$ cat config.mk
export PLATFORM = sky130hd
export DESIGN_NAME = pu_layer_sequencer
export DESIGN_NICKNAME = d
export VERILOG_FILES = /design/src/rtl/pu_layer_sequencer.sv
export SDC_FILE = /design/constraint.sdc
export NUM_CORES = 1
export LEC_CHECK = 0
export ABC_AREA = 0
export CAP_MARGIN = 0
export CORE_MARGIN = 1.5
export CORE_UTILIZATION = 40
export CTS_BUF_LIST = sky130_fd_sc_hd__clkbuf_4 sky130_fd_sc_hd__clkbuf_8
export CTS_CLUSTER_DIAMETER = 40
export CTS_CLUSTER_SIZE = 12
export DETAILED_ROUTE_END_ITERATION = 8
export GPL_TIMING_DRIVEN = 1
export HOLD_SLACK_MARGIN = 0.02
export PLACE_DENSITY = 0.76
export SYNTH_ARGS = -nofsm -noshare
export SYNTH_HDL_FRONTEND = slang
export SYNTH_SLANG_ARGS = --single-unit
$ cat constraint.sdc
create_clock -name clk -period 4.91 [get_ports clk]
set_clock_uncertainty 0.05 [all_clocks]
set_input_delay 0.982 -clock clk [delete_from_list [all_inputs] [get_ports clk]]
set_output_delay 0.982 -clock clk [all_outputs]
set_load 0.01 [all_outputs]
$ cat src/rtl/pu_layer_sequencer.sv
`default_nettype none
// +--------------------------------------------------------------------------+
// | Module      : pu_layer_sequencer                                         |
// | Description : Walks a processing unit through max_layers layers: fetch   |
// |               each layer's configuration word, launch the PU, wait for   |
// |               completion, and pulse all_done at the end of the run.      |
// | Options     : PU_SEQ_TIMEOUT_EN enables the RUN-state watchdog.          |
// | Revision    : 1.0  initial release                                       |
// +--------------------------------------------------------------------------+
module pu_layer_sequencer #(
    parameter int LAYER_PARAM_WIDTH = 10,
    parameter int CFG_WIDTH         = 32,
    parameter int TIMEOUT_CYCLES    = 1024
) (
    input  logic                         clk,
    input  logic                         reset,
    input  logic                         start,
    input  logic [LAYER_PARAM_WIDTH-1:0] max_layers,
    output logic                         cfg_req,
    output logic [LAYER_PARAM_WIDTH-1:0] cfg_addr,
    input  logic                         cfg_ack,
    input  logic [CFG_WIDTH-1:0]         cfg_data,
    output logic [CFG_WIDTH-1:0]         layer_cfg,
    output logic [LAYER_PARAM_WIDTH-1:0] layer_idx,
    output logic                         layer_start,
    input  logic                         layer_done,
    output logic                         busy,
    output logic                         all_done,
    output logic                         error,
    output logic [2:0]                   state
);

    typedef enum logic [2:0] {
        S_IDLE  = 3'd0,
        S_FETCH = 3'd1,
        S_START = 3'd2,
        S_RUN   = 3'd3,
        S_DONE  = 3'd4
    } state_t;

    localparam logic [LAYER_PARAM_WIDTH-1:0] c_IDX_ONE = LAYER_PARAM_WIDTH'(1);

    state_t                         state_q, state_d;
    logic [LAYER_PARAM_WIDTH-1:0]   max_q,   max_d;
    logic [LAYER_PARAM_WIDTH-1:0]   idx_q,   idx_d;
    logic [CFG_WIDTH-1:0]           cfg_q,   cfg_d;
    logic                           wd_expired;

    // State, latched layer count, index and configuration registers
    always_ff @(posedge clk) begin
        if (reset) begin
            state_q <= S_IDLE;
            max_q   <= '0;
            idx_q   <= '0;
            cfg_q   <= '0;
        end else begin
            state_q <= state_d;
            max_q   <= max_d;
            idx_q   <= idx_d;
            cfg_q   <= cfg_d;
        end
    end

    // Next-state logic; layer count is compared against the copy latched at start
    // so later changes on max_layers cannot disturb a run in progress.
    always_comb begin
        state_d = state_q;
        max_d   = max_q;
        idx_d   = idx_q;
        cfg_d   = cfg_q;
        case (state_q)
            S_IDLE: begin
                if (start) begin
                    max_d = max_layers;
                    if (max_layers == '0) begin
                        state_d = S_DONE;
                    end else begin
                        idx_d   = '0;
                        state_d = S_FETCH;
                    end
                end
            end
            S_FETCH: begin
                if (cfg_ack) begin
                    cfg_d   = cfg_data;
                    state_d = S_START;
                end
            end
            S_START: begin
                state_d = S_RUN;
            end
            S_RUN: begin
                if (layer_done) begin
                    // Last index is max-1, so the largest legal count never wraps idx.
                    if (idx_q == max_q - c_IDX_ONE) begin
                        state_d = S_DONE;
                    end else begin
                        idx_d   = idx_q + c_IDX_ONE;
                        state_d = S_FETCH;
                    end
                end else if (wd_expired) begin
                    state_d = S_DONE;
                end
            end
            S_DONE: begin
                state_d = S_IDLE;
            end
            default: begin
                state_d = S_IDLE;
            end
        endcase
    end

`ifdef PU_SEQ_TIMEOUT_EN
    localparam int c_WD_W = (TIMEOUT_CYCLES > 1) ? $clog2(TIMEOUT_CYCLES + 1) : 1;

    logic [c_WD_W-1:0] wd_q;
    logic              error_q;

    // RUN-cycle counter; the START cycle precedes every RUN entry, so clear it there
    always_ff @(posedge clk) begin
        if (reset) begin
            wd_q <= '0;
        end else if (state_q == S_START) begin
            wd_q <= '0;
        end else if (state_q == S_RUN) begin
            wd_q <= wd_q + c_WD_W'(1);
        end
    end

    assign wd_expired = (wd_q == c_WD_W'(TIMEOUT_CYCLES - 1));

    // Sticky watchdog flag, cleared by reset or by the next accepted start
    always_ff @(posedge clk) begin
        if (reset) begin
            error_q <= 1'b0;
        end else if (state_q == S_RUN && !layer_done && wd_expired) begin
            error_q <= 1'b1;
        end else if (state_q == S_IDLE && start) begin
            error_q <= 1'b0;
        end
    end

    assign error = error_q;
`else
    // Watchdog absent: RUN waits for layer_done forever and the limit is unused.
    localparam int c_timeout_unused = TIMEOUT_CYCLES;

    assign wd_expired = 1'b0;
    assign error      = 1'b0;
`endif

    assign cfg_req     = (state_q == S_FETCH);
    assign cfg_addr    = idx_q;
    assign layer_cfg   = cfg_q;
    assign layer_idx   = idx_q;
    assign layer_start = (state_q == S_START);
    assign busy        = (state_q != S_IDLE);
    assign all_done    = (state_q == S_DONE);
    assign state       = state_q;

endmodule
`default_nettype wire

==> metrics, run 1 <==
status complete, no violations; Synth Area in Simple Gates 0.249; setup TNS 0 ps; largest net degree at the start of global routing 34; worst slew pin tran 1040 ps; num ports 107; Worst EP arrival 3270 ps; Synth Area in XOR/XNOR 0.0378; number of synthesized flops with an enable pin 0; syn nets 381; unrepaired setup endpoints after global routing false; area of the core around 6000 um^2; Filler cells 544; FF/Latch Area 1100 um^2; hold-fix buffers at CTS 0; Row Count 28; Non-Filler Instances 492; number of diodes 0; Netlist cell types 40; number of global-route vias before repair 2305; die area 6860 um^2; Period minus WS final about 3100 ps; clock net sink count 55; Vias between 2000 and 3000; RR Endpoint cfg_addr[5]$_SDFFE_PP0P_; root buffer cell clkbuf_8; Psw about 0.35 mW; register area share after synthesis 0.432; height of the die 82.8 um; worst skew pair latency 310 ps; drt total wl 6530 um; Flop pwr share 0.467; fin crit share 0.632; Place WS 1500 ps; Worst setup EP type register; mux contribution to synthesized area 0; Port Buffers 105; post-synth top area cell dfxtp_1; CTS buffer count 5; gr ovfl total 0; Setup WS post-layout 1810 ps; most numerous cell in the Yosys netlist nand2_1; FF-to-FF Start max_q[0]$_SDFFE_PP0P_; P_int 0.756 mW; layout cells sized above 1 0.0336; HP Class register to register; ys flop type dfxtp_1; ranking of synthesized cells by area dfxtp_1, nand2_1, a21oi_1, buf_4, xnor2_1; Final Max Tran Viols 0; initial antenna violation count 0; DP Cell Count 484; H-tree depth 2; Syn Area/Cell around 7.7 um^2; Cells after Synth approximately 330; adder-cell share of the synthesized area 0.00982; R2R Setup Slk 1880 ps; Max clock buf depth 2; detailed-placement wirelength estimate 4830 um; Hold Startpoint layer_cfg[18]$_SDFFE_PP0P_; async set or reset register ratio after synthesis 0; Min-Delay Path Depth 2; final hold vios 0; Clk network pwr share 0.247; Synth-to-Final Area Change 43.2%; placed inst area 3550 um^2; Post-Syn Area roughly 2500 um^2; global-route wire length before repair 10700 um; Req. time, crit path roughly 5000 ps; RD Place Congestion 0.857; startpoint type of the worst setup path input port; Slowest-stage cell, CP nor4_1; VDD IR max approximately 0.00021 V; clock tree from TritonCTS built; Final Util 0.605; drt wl/cell 13.3 um; synth warn 0; Synth Area in Compound Gates 0.194; Iter 0 DRT Violations 92; Finish-stage setup viols 0; largest family of logic cells by synthesized area simple AND/OR/NAND/NOR gates; Remaining DRCs 0; routed vias/inst 5.16; Cell Chain, Critical Path clkdlybuf4s50_1 > nor4_1 > nand3_1 > a21oi_1 > a211o_1 > a31o_1 > nor2_1 > o221a_2; #FFs+latches synth between 50 and 60; Initial Util 0.423; fmax 322 MHz; GRT Total Usage 0.189; # nets final 465; Power Density 304 nW/um^2; Die W 82.8 um; antenna viol nets, final 0; PostCTS Resize Cnt 0; reg2reg path depth 9; clock-pin slew on the worst setup and hold paths 100 ps; post-synth top area share 0.432; Sw Share 0.318; Multi-input gate area 1260 um^2; drt pass-1 iters 4; Post-synth top cells nand2_1, a21oi_1, dfxtp_1, clkbuf_1, buf_4; Max Cap Viol 0; Setup Fix Bufs, Post-CTS 0; Leak Pwr 1.27 nW; Final Instance Area 3650 um^2; critical path peak fanout 19; critical path class input port to register; Rel. slew slack 0.303; Logic pwr share 0.286; Crit path largest cell delay 500 ps; Worst Hold Path EP layer_cfg[18]$_SDFFE_PP0P_
[layer usage]
metal	wire length [um]	global-route usage
met1	2860	0.226
met2	3190	0.321
met3	364	0.0567
met4	114	0.0682
met5	0	0
[state kept, by name (all words and copies together), names as in the netlist]
register and flops:
layer_cfg 32, cfg_addr 10, state 3, max_q 10
[cell usage in the layout (no fill, tap or decap), types with 2 or more instances in the layout]
cell type | Yosys | routed
nand2_1 | 94 | 94
a31o_1 | 2 | 2
dfxtp_1 | 55 | 55
a211oi_1 | 2 | 2
ha_1 | 2 | 2
o21ai_0 | 10 | 10
o31ai_1 | 3 | 3
clkbuf_8 | 0 | 6
nor3_1 | 6 | 5
inv_6 | 0 | 2
xnor2_1 | 7 | 7
and3_1 | 3 | 3
xor2_1 | 4 | 4
a211o_1 | 2 | 2
inv_1 | 8 | 8
nand4_1 | 3 | 3
nor4_1 | 3 | 3
nor3b_1 | 5 | 5
a2111oi_0 | 2 | 2
a21oi_1 | 55 | 55
buf_4 | 11 | 2
or3_1 | 7 | 7
clkdlybuf4s50_1 | 0 | 105
nor2_1 | 8 | 8
nand3_1 | 6 | 6
[how the worst max path moves through the flow]
| stage | from | to |
|---|---|---|
| 6_report | max_layers[8] | cfg_addr[5]$_SDFFE_PP0P_ |
| 5_1_grt | max_layers[8] | cfg_addr[5]$_SDFFE_PP0P_ |
| 4_1_cts | max_layers[8] | cfg_addr[5]$_SDFFE_PP0P_ |
| 3_5_place_dp | max_layers[8] | cfg_addr[5]$_SDFFE_PP0P_ |
| 3_3_place_gp | max_layers[8] | cfg_addr[5]$_SDFFE_PP0P_ |
| 2_1_floorplan | max_layers[8] | cfg_addr[0]$_SDFFE_PP0P_ |
[power by group through the flow]
stage | clock [mW] | combinational, mW | sequential (mW)
final | 0.274 | 0.317 | 0.517
after global routing | 0.306 | 0.348 | 0.523
after CTS | 0.286 | 0.318 | 0.517
after detailed placement | 0 | 0.317 | 0.528
after global placement | 0 | 0.312 | 0.526
after floorplan | 0 | 0.186 | 0.527
[cells by family after synthesis]
kind of cell    Yosys count
flops                    55
other cells               1
simple gates            140
buf+inv                  38
fa+ha+maj                 2
compound gates           85
xor+xnor                 11
[per-stage QoR]
step / hold slack (ps) / power (mW)
6_report: 407 / 1.11
5_1_grt: 428 / 1.18
4_1_cts: 409 / 1.12
3_5_place_dp: 395 / 0.844
3_3_place_gp: 390 / 0.838
2_1_floorplan: 398 / 0.713
[final cells by class]
class | count | share of cell area
clock buffers | 6 | 0.0226
clock inverters | 2 | 0.00480
inverters | 8 | 0.00823
multi-input cells | 239 | 0.344
flip-flops and latches | 55 | 0.302
well taps | 75 | 0.0257
repair buffers | 107 | 0.292
[worst max-delay path, delay by kind of cell]
| family | cells | cell delay, ps |
|---|---|---|
| buffers and inverters | 1 | 420 |
| AOI/OAI and AO/OA | 4 | 1040 |
| and+or+nand+nor | 3 | 820 |
Note: power is estimated with default switching activity, not from simulation.
==> run 2, diff against run 1 <==
==> constraint.sdc (replaced) <==
create_clock -name clk -period 3.2 [get_ports clk]
set_clock_uncertainty 0.05 [all_clocks]
set_input_delay 0.64 -clock clk [delete_from_list [all_inputs] [get_ports clk]]
set_output_delay 0.64 -clock clk [all_outputs]
set_load 0.01 [all_outputs]
==> run 2 against run 1 <==
Effect of this change:
- count of clock-buffer cells in the layout down 1
- routed wire length rose by 5.2%
- sequential power up 54%
- sequential share of layout area shrank 0.14 points
- hold slack better by 1.1 ps
- critical path type is now register to register
==> metrics, run 2 (same netlist as run 1, synthesis figures left out) <==
Worst Setup SP max_q[0]$_SDFFE_PP0P_ (was max_layers[8]); Iter 0 DRT Violations 146 (was 92); DP Cell Count 488 (was 484); root buffer cell clkbuf_8 (unchanged); H-tree depth 2 (unchanged); Row Count 28 (unchanged); Cell Chain, Critical Path inv_1 > ha_1 > xnor2_1 > xnor2_1 > a2111oi_0 > o2111a_1 > a31o_1 > buf_4 > nor2_1 > o221a_2 (was clkdlybuf4s50_1 > nor4_1 > nand3_1 > a21oi_1 > a211o_1 > a31o_1 > nor2_1 > o221a_2); Vias 2541 (was 2540); CP bufs+invs 2 (was 1); commonest non-fill, non-tap cells in the layout clkdlybuf4s50_1, nand2_1, a21oi_1, dfxtp_1, o21ai_0 (unchanged); worst skew pair latency 300 ps (was 310 ps); grt met1 use 0.242 (was 0.226); Die W 82.8 um (unchanged); Final Instance Area 3660 um^2 (was 3650 um^2); Max clock buf depth 2 (unchanged); FF/Latch Area 1100 um^2 (unchanged); reg2reg path depth 10 (was 9); Max Cap Viol 0 (unchanged); unrepaired setup endpoints after global routing false (unchanged); critical path peak fanout 19 (unchanged); startpoint type of the worst setup path register (was input port); fin crit share 0.902; global route hottest layer met2 (unchanged); Initial Util 0.423 (unchanged); CTS buffer count 5 (unchanged); fmax 346 MHz; Synth-to-Final Area Change 43.9% (was 43.2%); met3 usage 0.0557 (was 0.0567); RR Endpoint cfg_addr[5]$_SDFFE_PP0P_ (unchanged); Filler cells 568 (was 544); Remaining DRCs 0 (unchanged); Rel. slew slack 0.483 (was 0.303); Finish-stage setup viols 0 (unchanged); routed vias/inst 5.12 (was 5.16); detailed-placement wirelength estimate 5100 um (was 4830 um); initial antenna violation count 0 (unchanged); clock-pin slew on the worst setup and hold paths 100 ps (about the same); setup TNS 0 ps (unchanged); die area 6860 um^2 (unchanged); hold-fix buffers at CTS 0 (unchanged); antenna viol nets, final 0 (unchanged); RD Place Congestion 0.840 (was 0.857); clock tree from TritonCTS built (unchanged); clock net sink count 55 (unchanged); Worst setup EP type register (unchanged); critical path class register to register (was input port to register); GRT Total Usage 0.196 (was 0.189); Period minus WS final 2890 ps; Leak Pwr 1.28 nW (was 1.27 nW); drt pass-1 iters 4 (unchanged); Largest register FFs 32 (unchanged); layout cells sized above 1 0.0428 (was 0.0336); gr ovfl total 0 (unchanged); Final Max Tran Viols 0 (unchanged); Req. time, crit path 3360 ps (was 5080 ps); Multi-input gate area 1260 um^2 (unchanged); Hold Startpoint layer_cfg[27]$_SDFFE_PP0P_ (was layer_cfg[18]$_SDFFE_PP0P_); Worst Hold Path EP layer_cfg[27]$_SDFFE_PP0P_ (was layer_cfg[18]$_SDFFE_PP0P_); drt total wl 6870 um (was 6530 um); Critical Path Most Common Cell xnor2_1; Worst EP arrival 3040 ps (was 3270 ps); met2 GRT Util 0.341 (was 0.321); global-route wire length before repair 11200 um (was 10700 um); worst slew pin tran 756 ps (was 1040 ps); # nets final 469 (was 465); placed inst area 3580 um^2 (was 3550 um^2); most common cell after layout, fill and taps aside clkdlybuf4s50_1 (unchanged); PostCTS Resize Cnt 0 (unchanged); R2R Setup Slk 310 ps (was 1880 ps); drt wl/cell 13.9 um (was 13.3 um); Min-Delay Path Depth 2 (unchanged); Setup Fix Bufs, Post-CTS 0 (unchanged); CP top delay family compound AO/OA/AOI/OAI gates (unchanged); Port Buffers 105 (unchanged); area of the core 6030 um^2 (unchanged); number of diodes 0 (unchanged); num ports 107 (unchanged); number of global-route vias before repair 2346 (was 2305); Non-Filler Instances 496 (was 492); largest net degree at the start of global routing 33 (was 34); Slowest-stage cell, CP a2111oi_0 (was nor4_1); Power Density 460 nW/um^2 (was 304 nW/um^2); VDD IR max 0.000282 V (was 0.000210 V); Crit path largest cell delay 690 ps (was 500 ps); final hold vios 0 (unchanged); status complete, no violations (unchanged); HP Class register to register (unchanged); FF-to-FF Start max_q[0]$_SDFFE_PP0P_ (unchanged); height of the die 82.8 um (unchanged)
-- run 2: changes by cell type in the layout (fill, tap and decap cells not counted), sizes merged --
cell and change:
buf +4, clkinv +2, clkbuf -1, inv -1
-- run 2: cell type report --
class / instances / share of cell area
clock buffer: 5 / 0.0188
clock inverter: 3 / 0.00512
inverter: 8 / 0.00819
multi-input combinational: 239 / 0.343
sequential: 55 / 0.300
tap: 75 / 0.0256
timing repair buffer: 111 / 0.299
-- run 2: worst max path at each step --
stage	to	cells after the start
floorplan	cfg_addr[0]$_SDFFE_PP0P_	11
CTS	cfg_addr[5]$_SDFFE_PP0P_	10
global placement	cfg_addr[5]$_SDFFE_PP0P_	9
global route	cfg_addr[5]$_SDFFE_PP0P_	10
finish	cfg_addr[5]$_SDFFE_PP0P_	10
detailed placement	cfg_addr[5]$_SDFFE_PP0P_	9
-- run 2: per-layer routing --
layer / vias to the layer above / share of wire
li1: 1295 / -
met1: 1159 / 0.43
met2: 83 / 0.50
met3: 4 / 0.061
met4: 0 / 0.0079
met5: - / 0
-- run 2: power by group --
group / switching (mW) / internal, mW
registers: 0.0593 / 0.737
clock network: 0.231 / 0.155
logic: 0.250 / 0.253
total: 0.540 / 1.14
-- run 2: tightest hold or removal path: stages, from the launching register on --
cell and delay [ps]:
dfxtp_1 320, nand2_1 50, a21oi_1 50
-- run 2: metrics by stage --
stage | hold slack [ps] | util | power [mW] | worst slack (ps)
floorplan | 398 | - | 1.09 | 766
finish | 408 | 0.608 | 1.69 | 313
global placement | 391 | 0.594 | 1.30 | 337
CTS | 411 | 0.608 | 1.70 | 327
global route | 428 | 0.608 | 1.78 | 198
detailed placement | 396 | 0.594 | 1.31 | 287
==> variant (settings of run 2) <==
Register the inputs `cfg_ack` and `cfg_data` before use. The logic sees them one clock later. The other inputs are not delayed to match.
--- a/src/rtl/pu_layer_sequencer.sv
+++ b/src/rtl/pu_layer_sequencer.sv
@@ -40,6 +40,14 @@
 
     localparam logic [LAYER_PARAM_WIDTH-1:0] c_IDX_ONE = LAYER_PARAM_WIDTH'(1);
 
+    logic cfg_ack_q;
+    logic [CFG_WIDTH-1:0] cfg_data_q;
+
+    always_ff @(posedge clk) begin
+        cfg_ack_q  <= cfg_ack;
+        cfg_data_q <= cfg_data;
+    end
+
     state_t                         state_q, state_d;
     logic [LAYER_PARAM_WIDTH-1:0]   max_q,   max_d;
     logic [LAYER_PARAM_WIDTH-1:0]   idx_q,   idx_d;
@@ -81,8 +89,8 @@
                 end
             end
             S_FETCH: begin
-                if (cfg_ack) begin
-                    cfg_d   = cfg_data;
+                if (cfg_ack_q) begin
+                    cfg_d   = cfg_data_q;
                     state_d = S_START;
                 end
             end
Function: changed (Yosys sat finds a counterexample within 4 cycles, from zero or initial values and one cycle with reset high).
==> variant against run 2 <==
- sequential cell count rose by 33
- total power rose by 33%
- clock power rose by 93%
- routed wire length up 12%
- largest power group unchanged
- area after synthesis grew 29%
- highest routed layer unchanged
- critical endpoint is now cfg_req
- worst setup slack improved by 0.36 ns
- final area rose by 24%
- synthesized cell count is 12% higher
==> variant: results (changes against run 2) <==
Status
The flow ran to the end, and the final reports show no timing, DRC or antenna violations.

CTS
The buffer count from post-CTS setup fixing is 0 (unchanged). The clock root buffer is sky130_fd_sc_hd__clkbuf_8. The number of cells upsized or downsized after cts is 0 (unchanged). The maximum buffer depth of the clock tree is 2 (unchanged). The clock latency of the later-clocked register in the worst-skew pair came to 0.34 ns (+0.04 ns). The H-tree level count is 3 (+1). The total clock buffers created by CTS came to 9 (+4).

Worst setup path
The critical path data arrival time came to 1.84 ns (-1.20 ns). The worst reg-to-reg setup slack came to 0.73 ns (+0.42 ns). The largest fanout on the critical path is 12 (-7).

Yosys
The fraction of the mapped netlist area in compound gates was 14.6% (-4.7 points). The multiplexer area fraction after synthesis was 2.74% (+2.7 points). The post-synthesis share of cell area spent on full adders, half adders and majority gates is 0.761% (-0.22 points). The count of distinct cell types in the synthesized netlist is 45 (+13%). The gate count after technology mapping is 371 (+12%). The xor/xnor share of the synthesized area is 1.86% (-1.9 points). The fraction of synthesis flops using an asynchronous set or reset pin is 0% (unchanged). The sequential fraction of the synthesis area came to 53.6% (+10 points). In the synthesized netlist the dominant register cell turns out to be sky130_fd_sc_hd__dfxtp_1. The total of warnings raised by yosys is 0 (unchanged). By area the synthesized netlist is led by sky130_fd_sc_hd__dfxtp_1, sky130_fd_sc_hd__nand2_1, sky130_fd_sc_hd__a21oi_1. The net count of the mapped netlist is 420 (+10%). The commonest cells after synthesis are sky130_fd_sc_hd__nand2_1, sky130_fd_sc_hd__dfxtp_1, sky130_fd_sc_hd__a21oi_1.

Power
The static leakage power is 1.64 nW (+28%). The peak supply drop is 0.318 mV (+13%).

STA
The slew at the pin with the worst max-slew slack is 1.09 ns (+0.335 ns).

Global routing
The overall routing resource usage was 18.6% (-0.97 points). The number of global-route vias before repair is 2721 (+16%). The initial antenna violation count is 0 (unchanged). The wire length of the first global-routing pass is 12800 µm (+14%).

Placement
The placed instance count came to 553 (+13%). The total half-perimeter wirelength after legalization and detailed placement was 5470 µm (+7.2%). The last weighted congestion value of the routability-driven placer was 0.794 (-5.5%).

Detailed routing
The number of DRC violations after detailed-routing iteration 0 is 89 (-39%). The first-pass iteration count of the detailed router is 4 (unchanged). The via count normalized by instance count was 5.03 (-1.8%).

The post-route met1 wirelength is 3480 µm (+17%). The detailed route wirelength on metal3 is 447 µm (+6.4%). The overall via count from detail_route is 2863 (+13%).

The met2 wire length is 3690 µm (+7.5%). The average routed wire per standard cell is 13.5 µm (-2.3%).

Worst hold path
The path type of the worst min-delay path is reg2reg.

Finish
The fraction of layout instances using a drive strength above 1 is 6.00% (+1.7 points). The number of nets in the finished design is 511 (+9.0%).
variant: cell count changes in the layout (fill, tap and decap cells not counted), moves of 6 or more:
cell                       delta
sky130_fd_sc_hd__a21oi_1      -8
sky130_fd_sc_hd__dfxtp_1     +33
sky130_fd_sc_hd__mux2i_1      +9
sky130_fd_sc_hd__nand2_1      +9
sky130_fd_sc_hd__nand2b_1     +7
sky130_fd_sc_hd__o21ai_0      -9
sky130_fd_sc_hd__or3_1        -6
sky130_fd_sc_hd__xnor2_1      -6
variant: where the power goes:
part           switching (mW)  total [mW]  leakage, nW  internal [mW]
sequential             0.0379        1.19        0.726           1.15
clock                   0.434       0.742       0.0981          0.308
combinational           0.154       0.311        0.816          0.157
total                   0.626        2.24         1.64           1.61
variant: area by class of cell:
cell class / count / area [µm²]
multi-input cells: 250 / 1360
repair buffers: 108 / 1070
inverters: 5 / 18.8
clock buffers: 9 / 124
clock inverters: 7 / 75.1
flip-flops and latches: 88 / 1760
well taps: 102 / 128
fillers: 681 / 3310
variant: critical path, stage by stage (launching register included):
cell                              delay, ns
sky130_fd_sc_hd__dfxtp_1               0.55
sky130_fd_sc_hd__nor2b_1               0.24
sky130_fd_sc_hd__nor2b_1               0.15
sky130_fd_sc_hd__clkdlybuf4s50_1       0.56
variant: cell families (layout without fill, tap and decap cells):
kind of cell             count (synthesis)  count (layout)
AO/OA/AOI/OAI                           76              76
XOR/XNOR                                 7               7
adder cells (fa/ha/maj)                  2               2
buffers and inverters                   33             129
flip-flops                              88              88
multiplexers                             9               9
other                                    1               1
AND/OR/NAND/NOR                        155             155
variant: through the flow:
| stage | cell area [µm²] | power [mW] | setup slack, ns | util (%) | hold slack, ns |
|---|---|---|---|---|---|
| global placement | 4340 | 1.52 | 0.515 | 55.3 | 0.368 |
| floorplan | 3290 | 1.37 | 0.870 | - | 0.367 |
| finish | 4540 | 2.24 | 0.671 | 57.8 | 0.389 |
| CTS | 4540 | 2.26 | 0.630 | 57.8 | 0.388 |
| global route | 4540 | 2.35 | 0.539 | 57.8 | 0.398 |
| detailed placement | 4340 | 1.52 | 0.528 | 55.3 | 0.375 |
variant: final timing paths:
kind,from,to,cells after the start
setup reg to reg,max_q[0],cfg_addr[8],8
hold / removal,cfg_data_q[22],layer_cfg[22],2
hold reg to reg,cfg_data_q[22],layer_cfg[22],2
setup / recovery,state[0],cfg_req,3
variant: metal layers:
metal | vias up | track usage (%)
li1 | 1422 | -
met1 | 1347 | 23.6
met2 | 87 | 30.9
met3 | 7 | 4.37
met4 | 0 | 6.59
met5 | - | 0
